<file path="src/rtl/dual_fetch_unit_if.sv">
// Instruction-memory bus between the dual fetch unit and a dual-port
// synchronous instruction memory.
//   imem_req            : read request this cycle (fetch unit -> memory)
//   imem_addr0/1        : word addresses of the pipeline-0 / pipeline-1 words
//   imem_rdata0/1       : read data, valid the cycle after imem_req
// Modports: master = fetch unit, slave = memory.
interface dual_fetch_unit_if #(
   parameter int PC_W = 8,
   parameter int IR_W = 16
);
   logic            imem_req;
   logic [PC_W-1:0] imem_addr0;
   logic [PC_W-1:0] imem_addr1;
   logic [IR_W-1:0] imem_rdata0;
   logic [IR_W-1:0] imem_rdata1;

   modport master (
      output imem_req,
      output imem_addr0,
      output imem_addr1,
      input  imem_rdata0,
      input  imem_rdata1
   );

   modport slave (
      input  imem_req,
      input  imem_addr0,
      input  imem_addr1,
      output imem_rdata0,
      output imem_rdata1
   );
endinterface

</file>
<file path="src/rtl/dual_fetch_unit.sv">
// Dual-issue instruction fetch front end.
// Fetches (PC, PC+1) pairs from a dual-port synchronous instruction memory,
// buffers them in a pair FIFO and presents the FIFO head to pipelines 0/1.
// Ports:
//   clk, rst          : clock, synchronous active-high reset
//   fetch_en          : allow new memory requests
//   fetch_next        : consume the head pair (when issue_valid)
//   redirect/_pc      : flush the buffer and restart fetch at redirect_pc
//   imem              : instruction-memory bus (master side)
//   p0/p1_IR_out      : head instructions (NOP_INST when empty)
//   p0/p1_PC_out      : head PCs (hold last shown values when empty)
//   issue_valid       : head pair valid
//   fifo_count        : occupied FIFO entries

// Overflow checker: a push must never find the FIFO full.
module dual_fetch_unit_chk #(
   parameter int DEPTH = 4,
   parameter int CW    = 3
) (
   input logic          clk,
   input logic          rst,
   input logic          redirect,
   input logic          push,
   input logic [CW-1:0] count
);
   localparam logic [CW-1:0] FULL_C = CW'(DEPTH);

   // Flag any accepted push into a full FIFO.
   always @(posedge clk) begin
      if (!rst && !redirect && push) begin
         assert (count != FULL_C) else $error("dual_fetch_unit: pair FIFO overflow");
      end
   end
endmodule

module dual_fetch_unit #(
   parameter int              DEPTH    = 4,
   parameter int              PC_W     = 8,
   parameter int              IR_W     = 16,
   parameter logic [PC_W-1:0] RESET_PC = 8'h00,
   parameter logic [IR_W-1:0] NOP_INST = 16'h0000
) (
   input  logic                     clk,
   input  logic                     rst,
   input  logic                     fetch_en,
   input  logic                     fetch_next,
   input  logic                     redirect,
   input  logic [PC_W-1:0]          redirect_pc,
   dual_fetch_unit_if.master        imem,
   output logic [IR_W-1:0]          p0_IR_out,
   output logic [IR_W-1:0]          p1_IR_out,
   output logic [PC_W-1:0]          p0_PC_out,
   output logic [PC_W-1:0]          p1_PC_out,
   output logic                     issue_valid,
   output logic [$clog2(DEPTH):0]   fifo_count
);
   localparam int                AW      = $clog2(DEPTH);
   localparam logic [AW+1:0]     DEPTH_L = (AW+2)'(DEPTH);
   localparam logic [AW:0]       PTR_ZERO = {(AW+1){1'b0}};
   localparam logic [PC_W-1:0]   PC_ONE  = {{(PC_W-1){1'b0}}, 1'b1};
   localparam logic [PC_W-1:0]   PC_TWO  = PC_ONE << 1;

   logic [PC_W-1:0] fetch_pc_r;
   logic [PC_W-1:0] req_pc_r;
   logic            inflight_r;
   logic [AW:0]     wr_ptr_r;
   logic [AW:0]     rd_ptr_r;
   logic [IR_W-1:0] ir0_mem_r [DEPTH];
   logic [IR_W-1:0] ir1_mem_r [DEPTH];
   logic [PC_W-1:0] pc_mem_r  [DEPTH];

   logic [AW:0]     count_s;
   logic [AW:0]     rd_next_s;
   logic [AW:0]     wr_next_s;
   logic [AW:0]     count_next_s;
   logic [AW+1:0]   occupancy_s;
   logic            req_s;
   logic            push_s;
   logic            pop_s;
   logic            head_valid_s;
   logic [IR_W-1:0] head_ir0_s;
   logic [IR_W-1:0] head_ir1_s;
   logic [PC_W-1:0] head_pc0_s;
   logic [PC_W-1:0] head_pc1_s;

   assign imem.imem_req   = req_s;
   assign imem.imem_addr0 = fetch_pc_r;
   assign imem.imem_addr1 = fetch_pc_r + PC_ONE;
   assign fifo_count      = count_s;

   // Request/pop decisions and the head pair the outputs will show next cycle.
   always_comb begin
      count_s      = wr_ptr_r - rd_ptr_r;
      // The in-flight read already owns a slot, so a push can never overflow.
      occupancy_s  = {1'b0, count_s} + (AW+2)'(inflight_r);
      req_s        = fetch_en & ~rst & ~redirect & (occupancy_s < DEPTH_L);
      push_s       = inflight_r;
      pop_s        = fetch_next & (count_s != PTR_ZERO) & ~redirect;
      rd_next_s    = rd_ptr_r + (AW+1)'(pop_s);
      wr_next_s    = wr_ptr_r + (AW+1)'(push_s);
      count_next_s = wr_next_s - rd_next_s;
      head_valid_s = 1'b0;
      head_ir0_s   = NOP_INST;
      head_ir1_s   = NOP_INST;
      head_pc0_s   = p0_PC_out;
      head_pc1_s   = p1_PC_out;
      if (count_next_s == PTR_ZERO) begin
         head_valid_s = 1'b0;
      end else if (rd_next_s == wr_ptr_r) begin
         // Next head is the pair being pushed right now: forward it.
         head_valid_s = 1'b1;
         head_ir0_s   = imem.imem_rdata0;
         head_ir1_s   = imem.imem_rdata1;
         head_pc0_s   = req_pc_r;
         head_pc1_s   = req_pc_r + PC_ONE;
      end else begin
         head_valid_s = 1'b1;
         head_ir0_s   = ir0_mem_r[rd_next_s[AW-1:0]];
         head_ir1_s   = ir1_mem_r[rd_next_s[AW-1:0]];
         head_pc0_s   = pc_mem_r[rd_next_s[AW-1:0]];
         head_pc1_s   = pc_mem_r[rd_next_s[AW-1:0]] + PC_ONE;
      end
   end

   // Pair storage; writes only for a push that survives reset and redirect.
   always_ff @(posedge clk) begin
      if (!rst && !redirect && push_s) begin
         ir0_mem_r[wr_ptr_r[AW-1:0]] <= imem.imem_rdata0;
         ir1_mem_r[wr_ptr_r[AW-1:0]] <= imem.imem_rdata1;
         pc_mem_r[wr_ptr_r[AW-1:0]]  <= req_pc_r;
      end
   end

   // Fetch PC, in-flight tracking, FIFO pointers and registered outputs.
   always_ff @(posedge clk) begin
      if (rst) begin
         fetch_pc_r  <= RESET_PC;
         req_pc_r    <= RESET_PC;
         inflight_r  <= 1'b0;
         wr_ptr_r    <= PTR_ZERO;
         rd_ptr_r    <= PTR_ZERO;
         issue_valid <= 1'b0;
         p0_IR_out   <= NOP_INST;
         p1_IR_out   <= NOP_INST;
         p0_PC_out   <= {PC_W{1'b0}};
         p1_PC_out   <= {PC_W{1'b0}};
      end else if (redirect) begin
         // Flush and drop the in-flight response; PC outputs hold.
         fetch_pc_r  <= redirect_pc;
         inflight_r  <= 1'b0;
         wr_ptr_r    <= PTR_ZERO;
         rd_ptr_r    <= PTR_ZERO;
         issue_valid <= 1'b0;
         p0_IR_out   <= NOP_INST;
         p1_IR_out   <= NOP_INST;
      end else begin
         inflight_r <= req_s;
         if (req_s) begin
            fetch_pc_r <= fetch_pc_r + PC_TWO;
            req_pc_r   <= fetch_pc_r;
         end
         wr_ptr_r    <= wr_next_s;
         rd_ptr_r    <= rd_next_s;
         issue_valid <= head_valid_s;
         p0_IR_out   <= head_ir0_s;
         p1_IR_out   <= head_ir1_s;
         p0_PC_out   <= head_pc0_s;
         p1_PC_out   <= head_pc1_s;
      end
   end

   dual_fetch_unit_chk #(.DEPTH(DEPTH), .CW(AW+1)) u_chk (
      .clk      (clk),
      .rst      (rst),
      .redirect (redirect),
      .push     (push_s),
      .count    (count_s)
   );
endmodule

</file>
<file path="src/flat_wrapper.sv">
// flat-port wrapper written by rule: the top's interface ports become plain ports
module dual_fetch_unit_flat 
#(
   parameter int              DEPTH    = 4,
   parameter int              PC_W     = 8,
   parameter int              IR_W     = 16,
   parameter logic [PC_W-1:0] RESET_PC = 8'h00,
   parameter logic [IR_W-1:0] NOP_INST = 16'h0000
)
  (clk, rst, fetch_en, fetch_next, redirect, redirect_pc, p0_IR_out, p1_IR_out, p0_PC_out, p1_PC_out, issue_valid, fifo_count, imem_imem_req, imem_imem_addr0, imem_imem_addr1, imem_imem_rdata0, imem_imem_rdata1);
  dual_fetch_unit_if #(.PC_W(PC_W), .IR_W(IR_W)) imem_i ();
  input  logic clk;
  input  logic rst;
  input  logic fetch_en;
  input  logic fetch_next;
  input  logic redirect;
  input  logic [PC_W-1:0] redirect_pc;
  output logic [IR_W-1:0] p0_IR_out;
  output logic [IR_W-1:0] p1_IR_out;
  output logic [PC_W-1:0] p0_PC_out;
  output logic [PC_W-1:0] p1_PC_out;
  output logic issue_valid;
  output logic [$clog2(DEPTH):0] fifo_count;
  output wire logic [$bits(imem_i.imem_req)-1:0] imem_imem_req;
  output wire logic [$bits(imem_i.imem_addr0)-1:0] imem_imem_addr0;
  output wire logic [$bits(imem_i.imem_addr1)-1:0] imem_imem_addr1;
  input wire logic [$bits(imem_i.imem_rdata0)-1:0] imem_imem_rdata0;
  input wire logic [$bits(imem_i.imem_rdata1)-1:0] imem_imem_rdata1;
  assign imem_imem_req = imem_i.imem_req;
  assign imem_imem_addr0 = imem_i.imem_addr0;
  assign imem_imem_addr1 = imem_i.imem_addr1;
  assign imem_i.imem_rdata0 = imem_imem_rdata0;
  assign imem_i.imem_rdata1 = imem_imem_rdata1;
  dual_fetch_unit #(.DEPTH(DEPTH), .PC_W(PC_W), .IR_W(IR_W), .RESET_PC(RESET_PC), .NOP_INST(NOP_INST)) u_core (.clk(clk), .rst(rst), .fetch_en(fetch_en), .fetch_next(fetch_next), .redirect(redirect), .redirect_pc(redirect_pc), .imem(imem_i), .p0_IR_out(p0_IR_out), .p1_IR_out(p1_IR_out), .p0_PC_out(p0_PC_out), .p1_PC_out(p1_PC_out), .issue_valid(issue_valid), .fifo_count(fifo_count));
endmodule
</file>
<file path="config.mk">
export PLATFORM = sky130hd
export DESIGN_NAME = dual_fetch_unit_flat
export DESIGN_NICKNAME = d
export VERILOG_FILES = /design/src/rtl/dual_fetch_unit_if.sv /design/src/rtl/dual_fetch_unit.sv /design/src/flat_wrapper.sv
export SDC_FILE = /design/constraint.sdc
export NUM_CORES = 1
export LEC_CHECK = 0
export ABC_AREA = 1
export CAP_MARGIN = 30
export CORE_MARGIN = 4
export CORE_UTILIZATION = 55
export DETAILED_ROUTE_END_ITERATION = 16
export PLACE_DENSITY = 0.83
export SETUP_SLACK_MARGIN = 0.2
export SLEW_MARGIN = 10
export SYNTH_ARGS = -nofsm -noshare
export SYNTH_HDL_FRONTEND = slang
export SYNTH_SLANG_ARGS = --single-unit
</file>
<file path="constraint.sdc">
create_clock -name clk -period 9.8 [get_ports clk]
set_input_delay 1.96 -clock clk [delete_from_list [all_inputs] [get_ports clk]]
set_output_delay 1.96 -clock clk [all_outputs]
set_load 0.005 [all_outputs]
</file>
# Word level (Yosys, flattened, before mapping)
# Memory sizes are Yosys's and may differ from the RTL's.
# Cells that the tools add are included.
word_totals:
  ram_bits: 160
  elab_cells: 52
  register_bits: 72
  out_inout_bits: 69
  n_memories: 3
  inputBits: 45
memory_table:
  columns: ["name", "words", "word_bits", "rd", "rd_clocked_by_memory_dff", "wr", "line", "source"]
  rows:
  - ["u_core.ir0_mem_r", 4, 16, 1, 0, 1, "dual_fetch_unit.sv:68", "logic [IR_W-1:0] ir0_mem_r [DEPTH];"]
  - ["u_core.ir1_mem_r", 4, 16, 1, 0, 1, "dual_fetch_unit.sv:69", "logic [IR_W-1:0] ir1_mem_r [DEPTH];"]
  - ["u_core.pc_mem_r", 4, 8, 1, 0, 1, "dual_fetch_unit.sv:70", "logic [PC_W-1:0] pc_mem_r [DEPTH];"]
classes:
  n_bitwise: 8
  mux: 9
  reduce_logical: 11
  n_addsub: 9
  n_lt_le_gt_ge: 1
  eq_ne: 1
op_table:
  columns: ["cell", "n"]
  rows:
  - ["16-bit 2-to-1 mux", 2]
  - ["8-bit 2-to-1 mux", 4]
  - ["8-bit by 1-bit adder with 8-bit output, second input constant", 3]
  - ["8-bit by 2-bit adder with 8-bit output, second input constant", 1]
  - ["3-bit by 1-bit adder with 3-bit output", 2]
  - ["3-bit subtractor", 2]
  - ["1-bit bitwise AND", 5]
  - ["3-bit by 1-bit adder with 4-bit output", 1]
  - ["4-bit by 3-bit < comparator with 1-bit output, second input constant", 1]
  - ["2-bit AND reduction", 2]
  - ["3-bit == test", 1]
  - ["3-bit zero test", 1]
  - ["1-bit 2-to-1 mux", 3]
  - ["1-bit NOT", 3]
  - ["3-bit nonzero test", 1]
  - ["3-bit OR reduction", 1]
  - ["1-bit logical AND", 2]
  - ["1-bit zero test", 2]
  - ["2-bit nonzero test", 1]
  - ["2-bit OR reduction", 1]

# Logic depth before layout (Yosys ltp)
depth:
  word_depth: 9
  mapped_depth: 26
  ltp_nobuf: 25

# Worst setup path before layout
# OpenSTA, ideal clock, no wires.
synth_timing:
  path_type: "input port to flip-flop"
  startpoint: "input redirect"
  endpoint: "memory u_core.ir0_mem_r[0][0] (enable)"
  arrival_time_ns: 5.180
  slack_ns: 4.133
  cell_stages: 4
  t_required_ns: 9.313
  path_cell_list: "buf_2 nor2_1 nand2_1 nor3_1"
synth_between:
  elab_chain_cells: 5
synth_rtl:
  columns: ["element", "line", "source"]
  rows:
  - ["from (decl)", "flat_wrapper.sv:16", "input logic redirect;"]
  - ["1-bit zero test", "dual_fetch_unit.sv:127", "if (!rst && !redirect && push_s) begin"]
  - ["1-bit logical AND (2 in a row)", "dual_fetch_unit.sv:127", null]
  - ["1-bit 2-to-1 mux", "dual_fetch_unit.sv:127", null]
  - ["1-bit 2-to-1 mux (implied by the code)", "dual_fetch_unit.sv:128", "ir0_mem_r[wr_ptr_r[AW-1:0]] <= imem.imem_rdata0;"]
  - ["to (decl)", "dual_fetch_unit.sv:68", null]
# No other way between the ends.

# Worst setup path in the final report
layout_timing:
  startpoint: "input rst"
  endpoint: "output imem_imem_req"
layout_between:
  elab_chain_cells: 4
layout_rtl:
  columns: ["element", "line", "source"]
  rows:
  - ["from (decl)", "flat_wrapper.sv:13", "input logic rst;"]
  - ["1-bit NOT", "dual_fetch_unit.sv:96", "req_s = fetch_en & ~rst & ~redirect & (occupancy_s < DEPTH_L);"]
  - ["1-bit bitwise AND (3 in a row)", "dual_fetch_unit.sv:96", null]
  - ["to (decl)", "flat_wrapper.sv:24", "output wire logic [$bits(imem_i.imem_req)-1:0] imem_imem_req;"]
# No other way between the ends.

==> impl_metrics.ini <==
[status]
status = complete, no violations

[worst_setup_path]
cp-end-kind = output port
r2r_cells = 20
crit_arrival_ns = 4.52
path_max_fanout = 18
path_delay_family = buffers and inverters
crit_start = rst
rr_startpoint = u_core.wr_ptr_r[0]$_SDFF_PP0_
cpMostUsedCell = clkdlybuf4s50_1
r2r_slack_ns = 4.78
slowest_stage = nor4_4
startpoint_type = input port
worstPathCellList = clkdlybuf4s50_1 > nor2_1 > inv_2 > nor4_4 > clkdlybuf4s50_1
regToRegEndpoint = u_core.p0_IR_out[3]$_SDFF_PP0_
crit_type = in -> out
cp_num_buf_inv = 3
required_ns = 7.84
endpoint = imem_imem_req
max_stage_delay_ns = 0.79
cp_num_cells = 5

[timing]
hold_ws_ns = 0.480
slew_headroom_pct = 41.1
fin_crit_ns = 6.48
finalClockSkew_ns = 0.0157
finalSetupTns_ns = 0
post-route-worst-setup-slack_ns = 3.32
rsz0062_at_grt = false
drv_slew = 0
hold_viol_final = 0
setup_viol_count_final = 0
timing.final.crit_share_pct = 66.1
tightestPinTransition_ns = 0.883
fmax_mhz = 154

[finish]
layout_common_cells = nor2_1, edfxtp_1, clkdlybuf4s50_1, o21ai_0, nand2_1
antenna_cells = 0
fin_util_pct = 68.5
multi_input_area_um2 = 2660
fillers = 1158
regArea_um2 = 6250
fin_nets = 1012
drive_above_1_share_pct = 8.52
final_common_cell = nor2_1
final_area_um2 = 11400
areaGrowthSynthToFinish_pct = 21.8

[global_routing]
antenna_found_initial = 0
grt_pass1_wl_mm = 33.7
grt_pass1_vias = 6722
grt_overflow = 0
grt_max_degree = 86
grt_usage_pct = 21.3

[drt]
drt_pass1_iterations = 5
routed_wl_mm = 20.8
via_per_inst = 5.62
avgRoutedWirePerCell_um = 17.4
drcViolationCount = 0
drt_iter0_markers = 595
vias = 6707
antenna_left = 0

[logic_synthesis]
yosysUniqueCellTypes = 38
syn_area_um2 = 9320
syn_nets = 909
synthCells = 854
synth-seq-cells = 232
dominantRegCellSynth = edfxtp_1
synth-edff-count = 160
syn_area_per_cell_um2 = 10.9
yosysWarnings = 0
synth.yosys.seq_area_share_pct = 67.0
async_flop_share_pct = 0

[clock_network]
clk-insertion-delay-late_ns = 0.50
cts_inserted_buffers = 23
cts_resized = 0
cts_setup_buffers = 0
holdBufCountCts = 0
clock_sinks = 232
cts_max_level = 1
clkSlewWorstSetupHoldPaths_ns = 0.06
cts_tree = built
root_buffer = clkbuf_16
clock_path_buffers = 3

[placement]
dpl_worst_slack_ns = 3.35
portBuffers = 113
gp_congestion = 0.842
dp_hpwl_mm = 12.1
placed_area_um2 = 10600

[floorplanning]
rows = 47
core_um2 = 16600
die_w_um = 138
die_h_um = 138
io_pins = 114
die_area_um2 = 19100
start_util_pct = 56.2

[min_path]
hp-class = reg -> reg

[pwr]
peakVddDrop_v = 0.000136
p_leak_uw = 0.00416
power_per_cell_area_nw_per_um2 = 182

[run]
maxCapViolCount = 0
==> per-stage QoR <==
step / total power (uW) / std cells
detailed placement: 1200 / 1152
CTS: 2070 / 1194
global route: 2130 / 1194
global placement: 1200 / 1152
finish: 2060 / 1194
floorplan: 1140 / 854
==> Yosys cell counts (2+ instances only) <==
cell type  number  area [um2]
ha_1            9         113
nand3_2         4        40.0
inv_1          44         165
edfxtp_1      160        4800
nand2_4         4        45.0
clkbuf_1       25        93.8
nand3b_1        2        15.0
nand3_1        41         205
nor2_2          2        12.5
inv_2           7        26.3
nand2_2         9        56.3
xor2_1         11        96.3
a22oi_1         3        22.5
nor2_1        163         612
nor3_1          4        20.0
xnor2_1         2        17.5
dfxtp_1        72        1440
o21ai_0        91         455
buf_4           7        52.6
a31oi_1        34         213
nand2_1        88         330
buf_6           4        45.0
o211ai_1        6        45.0
a21oi_1        19        95.1
buf_2           7        35.0
o21ai_1        24         120
==> report_power, final <==
group / total [uW] / internal [uW] / switching (uW)
clock network: 882 / 530 / 352
registers: 1070 / 1060 / 11.2
logic: 109 / 51.7 / 57.0
total: 2060 / 1640 / 420
==> worst min path at each step <==
stage	from	to	slack, ns	depth (start not counted)
3_3_place_gp	u_core.p1_PC_out[1]$_SDFFE_PP0P_	u_core.p1_PC_out[1]$_SDFFE_PP0P_	0.48	2
3_5_place_dp	u_core.p0_PC_out[0]$_SDFFE_PP0P_	u_core.p0_PC_out[0]$_SDFFE_PP0P_	0.47	2
5_1_grt	u_core.p0_PC_out[0]$_SDFFE_PP0P_	u_core.p0_PC_out[0]$_SDFFE_PP0P_	0.51	2
4_1_cts	u_core.p0_PC_out[0]$_SDFFE_PP0P_	u_core.p0_PC_out[0]$_SDFFE_PP0P_	0.48	2
6_report	u_core.p0_PC_out[0]$_SDFFE_PP0P_	u_core.p0_PC_out[0]$_SDFFE_PP0P_	0.48	2
2_1_floorplan	u_core.req_pc_r[3]$_SDFFE_PP0P_	u_core.pc_mem_r[0][3]$_DFFE_PP_	0.46	0
==> metal layers <==
| layer | vias to the layer above | part of all wire (%) | GRT usage (%) |
|---|---|---|---|
| li1 | 3169 | - | - |
| met3 | 29 | 7.5 | 3.90 |
| met2 | 280 | 50 | 36.4 |
| met5 | - | 0 | 0 |
| met1 | 3229 | 41 | 28.0 |
| met4 | 0 | 1.9 | 6.76 |
==> state kept, by name (all words and copies together) (netlist names) <==
name and cells:
u_core.imem.imem_addr0 8, u_core.wr_ptr_r 3, u_core.p0_PC_out 8, u_core.p1_PC_out 8
u_core.p0_IR_out 16, u_core.inflight_r 1, u_core.p1_IR_out 16, u_core.issue_valid 1
u_core.rd_ptr_r 3, u_core.ir0_mem_r 64, u_core.ir1_mem_r 64, u_core.req_pc_r 8
u_core.pc_mem_r 32
==> cell families after synthesis <==
group                    count (synthesis)  synth area share [%]
AO/OA/AOI/OAI                          180                  10.5
AND/OR/NAND/NOR                        322                  15.0
flip-flops                             232                  67.0
XOR/XNOR                                14                  1.40
buffers and inverters                   96                  4.68
adder cells (fa/ha/maj)                 10                  1.42
==> area by class of cell <==
class	count	area share (%)
clock buffers	32	5.86
clock inverters	10	0.992
inverters	52	1.72
multi-input cells	526	23.4
flip-flops and latches	232	55.0
well taps	220	2.42
repair buffers	122	10.6
==> worst reg2reg max path: stages, from the launching register on <==
cell	delay, ns
dfxtp_1	0.43
inv_1	0.14
ha_1	0.21
fa_1	0.43
inv_1	0.08
nand3_1	0.08
nand2_2	0.10
nand2_4	0.08
nand3_4	0.19
inv_1	0.08
ha_1	0.28
buf_4	0.47
clkinv_1	0.35
ha_1	0.39
a21oi_1	0.17
xor2_1	0.16
nand3b_1	0.16
nand2_1	0.12
inv_2	0.54
o21ai_0	0.26
a31oi_1	0.21
Power figures use the tool's default switching activity.
